### src/rtl/ifetch_queue.sv
// Tiny86 instruction fetch queue: word-aligned memory reads feed a byte queue presented to the decoder.
// Optional IFETCH_STATS_EN adds saturating redirect/discard counters.
module ifetch_queue #(
    parameter int unsigned DEPTH = 16,
    parameter int unsigned AW    = 32
) (
    input  logic          clk,
    input  logic          rst_n,
    input  logic          redirect_valid,
    input  logic [AW-1:0] redirect_eip,
    output logic          mem_req_valid,
    input  logic          mem_req_ready,
    output logic [AW-1:0] mem_req_addr,
    input  logic          mem_rsp_valid,
    input  logic [31:0]   mem_rsp_data,
    output logic          dec_valid,
    output logic [AW-1:0] dec_eip,
    output logic [119:0]  dec_bytes,
    output logic [4:0]    dec_avail,
    input  logic          dec_consume,
    input  logic [3:0]    dec_instr_len,
    output logic          underflow_err
`ifdef IFETCH_STATS_EN
    ,
    output logic [31:0]   stat_redirects,
    output logic [31:0]   stat_discards
`endif
);

    localparam int unsigned PW = $clog2(DEPTH);
    localparam int unsigned CW = PW + 1;

    typedef enum logic [1:0] {IDLE, RUN, DRAIN} state_t;

    state_t        state, state_nx;
    logic [AW-1:0] fetch_pc;
    logic [1:0]    skip;
    logic          outstanding;
    logic [7:0]    q [DEPTH];
    logic [PW-1:0] head, tail;
    logic [CW-1:0] count;
    logic [CW-1:0] free;
    logic [2:0]    add_len;
    logic          req_fire, rsp_take, rsp_write, consume_ok, consume_bad;

    assign free        = CW'(DEPTH) - count;
    assign add_len     = 3'd4 - {1'b0, skip};
    assign req_fire    = mem_req_valid & mem_req_ready;
    assign rsp_take    = outstanding & mem_rsp_valid;
    assign rsp_write   = rsp_take & (state == RUN) & ~redirect_valid;
    assign consume_ok  = dec_valid & dec_consume & ~redirect_valid &
                         (dec_instr_len != 4'd0) & ({1'b0, dec_instr_len} <= dec_avail);
    assign consume_bad = dec_consume & ~redirect_valid & ~consume_ok;

    always_ff @(posedge clk) begin
        if (!rst_n) state <= IDLE;
        else        state <= state_nx;
    end

    // A request accepted in the redirect cycle still owes a response, so it must be drained.
    always_comb begin
        state_nx = state;
        case (state)
            IDLE:  if (redirect_valid) state_nx = RUN;
            RUN:   if (redirect_valid)
                       state_nx = (req_fire | (outstanding & ~mem_rsp_valid)) ? DRAIN : RUN;
            DRAIN: if (redirect_valid) state_nx = rsp_take ? RUN : DRAIN;
                   else if (rsp_take)  state_nx = RUN;
            default: state_nx = IDLE;
        endcase
    end

    always_comb begin
        mem_req_valid = (state == RUN) & ~outstanding & (free >= CW'(4));
        mem_req_addr  = {fetch_pc[AW-1:2], 2'b00};
        dec_valid     = (state == RUN) & (count != '0);
        dec_avail     = (count > CW'(15)) ? 5'd15 : 5'(count);
        dec_bytes     = '0;
        for (int unsigned i = 0; i < 15; i++) begin
            if (i < 32'(dec_avail)) dec_bytes[8*i +: 8] = q[head + PW'(i)];
        end
    end

    always_ff @(posedge clk) begin
        if (!rst_n) begin
            fetch_pc      <= '0;
            dec_eip       <= '0;
            skip          <= '0;
            outstanding   <= 1'b0;
            head          <= '0;
            tail          <= '0;
            count         <= '0;
            underflow_err <= 1'b0;
        end else begin
            if (consume_bad) underflow_err <= 1'b1;
            if (redirect_valid) begin
                fetch_pc    <= {redirect_eip[AW-1:2], 2'b00};
                dec_eip     <= redirect_eip;
                skip        <= redirect_eip[1:0];
                outstanding <= req_fire | (outstanding & ~mem_rsp_valid);
                head        <= '0;
                tail        <= '0;
                count       <= '0;
            end else begin
                if (req_fire)      outstanding <= 1'b1;
                else if (rsp_take) outstanding <= 1'b0;
                if (req_fire) fetch_pc <= fetch_pc + AW'(4);
                // skip survives a drained response; only a written response consumes it
                if (rsp_write) begin
                    tail <= tail + PW'(add_len);
                    skip <= '0;
                end
                if (consume_ok) begin
                    head    <= head + PW'(dec_instr_len);
                    dec_eip <= dec_eip + AW'(dec_instr_len);
                end
                count <= count + (rsp_write ? CW'(add_len) : '0)
                               - (consume_ok ? CW'(dec_instr_len) : '0);
            end
        end
    end

    always_ff @(posedge clk) begin
        if (rsp_write) begin
            for (int unsigned k = 0; k < 4; k++) begin
                if (k >= {30'd0, skip})
                    q[tail + PW'(k) - PW'(skip)] <= mem_rsp_data[8*k +: 8];
            end
        end
    end

`ifdef IFETCH_STATS_EN
    logic discard;
    assign discard = rsp_take & (redirect_valid | (state == DRAIN));

    always_ff @(posedge clk) begin
        if (!rst_n) begin
            stat_redirects <= '0;
            stat_discards  <= '0;
        end else begin
            if (redirect_valid && stat_redirects != '1) stat_redirects <= stat_redirects + 32'd1;
            if (discard && stat_discards != '1)         stat_discards  <= stat_discards + 32'd1;
        end
    end
`endif

endmodule

### config.mk
export PLATFORM = sky130hd
export DESIGN_NAME = ifetch_queue
export DESIGN_NICKNAME = d
export VERILOG_FILES = /design/src/rtl/ifetch_queue.sv
export SDC_FILE = /design/constraint.sdc
export NUM_CORES = 1
export LEC_CHECK = 0
export ABC_CLOCK_PERIOD_IN_PS = 6300
export BUFFER_PORTS_ARGS = -buffer_cell sky130_fd_sc_hd__buf_2
export CORE_MARGIN = 8
export CORE_UTILIZATION = 35
export DETAILED_ROUTE_END_ITERATION = 10
export PLACE_DENSITY_LB_ADDON = 0.1
export RECOVER_POWER = 25
export SLEW_MARGIN = 10
export SYNTH_ARGS = -nofsm -noshare
export SYNTH_HDL_FRONTEND = slang
export SYNTH_SLANG_ARGS = --single-unit
### constraint.sdc
create_clock -name clk -period 6.3 [get_ports clk]
set_input_delay 1.26 -clock clk [delete_from_list [all_inputs] [get_ports clk]]
set_output_delay 1.26 -clock clk [all_outputs]
set_load 0.05 [all_outputs]
==> results.ini <==
[status]
status=finished with violations
violations=capacitance limit, slew limit

[sta]
setup_viol=0
worst_slew_pin_slew_ns=2.41
worst_hold_slack_ns=0.510
timing.final.crit_share_pct=85.3
slew_headroom_pct=-60.6
report.final.slew_viol_count=91
finalCriticalPeriod_ns=5.37
timing.final.ws_setup_ns=0.928
clock.fmax_mhz=186
finClkSkew_ns=0.0269
totalNegativeSetupSlack_ns=0
rsz0062_at_grt=no
hold_viol_final=0

[clock_tree]
cts_setup_buffers=0
cts-buffers-inserted=27
cts.htree.levels=1
cts-root-buf=clkbuf_16
cts_buffer_depth=3
hold_buffers=0
cts.reportedPaths.clkPinSlew_ns=0.06
tritoncts=built
clk_latency_ns=0.55
cts_sinks=213
post_cts_resized=0

[drt]
finalWirelength_um=94600
vias=19800
dr.pass1.iters=6
wl_per_cell_um=32.3
drt_iter0_drc=2410
drc=0
vias_per_cell=6.78
ant_nets=0

[critical_path]
crit_path_max_fanout=63
cp.required_ns=6.80
path_class=primary input to register
start_kind=primary input
endpoint_kind=register
arrival_ns=5.87

[final_layout]
finalNonFillerCells=2926
final_core_util_pct=39.5
fillCellCount=5840
seqCellArea_um2=5550
fin_nets=2257
multi_input_area_um2=14200
drive_above_1_share_pct=24.9
syn2layout_area_growth_pct=12.1

[synth]
synthDominantCellAreaShare_pct=24.6
synth_cells=2017
syn_avg_cell_area_um2=10.3
syn_area_um2=20700
synth_ff_type=edfxtp_1
synth.distinct_cells=76
ys_warn_count=0
yosysMostFrequentCell=mux4_2
ys_ff_latch=213
synth_top_area_cell=mux4_2
synthTopCellsByArea=mux4_2, edfxtp_1, dfxtp_1
async_reset_ff_share_pct=0
ys_seq_area_share_pct=26.8
synth_edf_count=128
yosys-top-cells-count=mux4_2, a21oi_1, mux2i_1

[grt]
grt_antenna_before_repair=2
grt_max_degree=131
grt_pass1_vias=18600
groute.usage.overall_pct=26.8
grt_first_pass_wirelength_um=135000
grt_overflow=0

[run]
cap_violations=2

[power]
p_per_area_nw_per_um2=161
p_leak_nw=8.05
max-vdd-ir-drop_mv=0.173

[floorplanning]
die_h_um=259
core_area_um2=58800
die_area_um2=67200
row_count=89
initial_utilization_pct=35.2
io_pins=266
die_w_um=259

[place]
dp.cells=2878
gp_congestion=0.951
portBuffers=262
hpwl_um=70500
place_ws_ns=1.56

[worst_hold_path]
hp-class=register to register

[stage by stage]
step | instance area (um2) | total power, mW
finish | 23200 | 3.75
global route | 23200 | 3.86
CTS | 23300 | 3.77
detailed placement | 22500 | 2.21
global placement | 22400 | 2.20
floorplan | 20700 | 1.97
[layer usage]
| metal | vias to the layer above | global-route usage [%] | part of all wire, % |
|---|---|---|---|
| li1 | 8322 | - | - |
| met4 | 0 | 9.40 | 4.3 |
| met1 | 9895 | 38.0 | 42 |
| met3 | 226 | 5.77 | 11 |
| met2 | 1381 | 39.9 | 42 |
| met5 | - | 0 | 0 |
[area by class of cell]
class	instances	share of cell area, %
multi-input cells	1549	61.0
flip-flops and latches	213	23.9
repair buffers	294	6.34
well taps	773	4.16
clock buffers	28	2.93
clock inverters	19	0.851
inverters	49	0.792
diodes	1	0.0108
[cells by family after synthesis]
logic type / count (synthesis) / synth area share, %
other: 1 / 0.0181
adders and majority gates: 49 / 3.32
DFF: 213 / 26.8
AOI/OAI and AO/OA: 531 / 16.1
and+or+nand+nor: 528 / 13.9
xor gates and xnor gates: 36 / 1.69
buffers and inverters: 257 / 5.04
muxes: 402 / 33.2
[worst max-delay path, stage by stage]
cell	delay, ns
clkbuf_1	0.22
clkbuf_1	1.75
clkinv_1	0.32
clkbuf_2	0.80
nor2_1	0.35
clkbuf_1	0.64
nand2_1	0.22
o21ai_0	0.12
or3b_2	0.13
[power by group]
part           switching, mW  internal (mW)
Clock                  0.654          0.910
Combinational          0.478          0.148
Sequential            0.0494           1.51
Total                   1.18           2.56
[flip-flops by register name, summed over array words and instances (netlist names), named ones only]
name	flops
q	128
dec_eip	32
fetch_pc	30
count	5
head	4
tail	4
skip	2
state	2
outstanding	1
underflow_err	1
[placed cells by master, fill, tap and decap left out, types with 37 or more instances in the layout]
cell type and n:
inv_1 46, dfxtp_1 83, nor2_1 90, o22ai_1 127, o211ai_1 37, and2_1 46, clkbuf_1 72, edfxtp_1 128
mux2i_1 160, mux4_2 226, buf_2 196, nand3_1 47, a211oi_1 67, nor2b_1 55, nand4_1 37, o21ai_0 54
nand2_1 114, ha_1 38, a21oi_1 161
[worst paths after layout]
path | start | cells past startpoint | slack (ns) | endpoint
worst min-delay path | underflow_err$_SDFFE_PN0P_ | 2 | 0.51 | underflow_err$_SDFFE_PN0P_
worst max register to register | count[4]$_SDFF_PP0_ | 14 | 1.24 | count[4]$_SDFF_PP0_
worst min register to register | underflow_err$_SDFFE_PN0P_ | 2 | 0.51 | underflow_err$_SDFFE_PN0P_
worst max-delay path | redirect_valid | 9 | 0.93 | fetch_pc[31]$_SDFFE_PN0P_
Note: power is estimated with default switching activity, not from simulation.
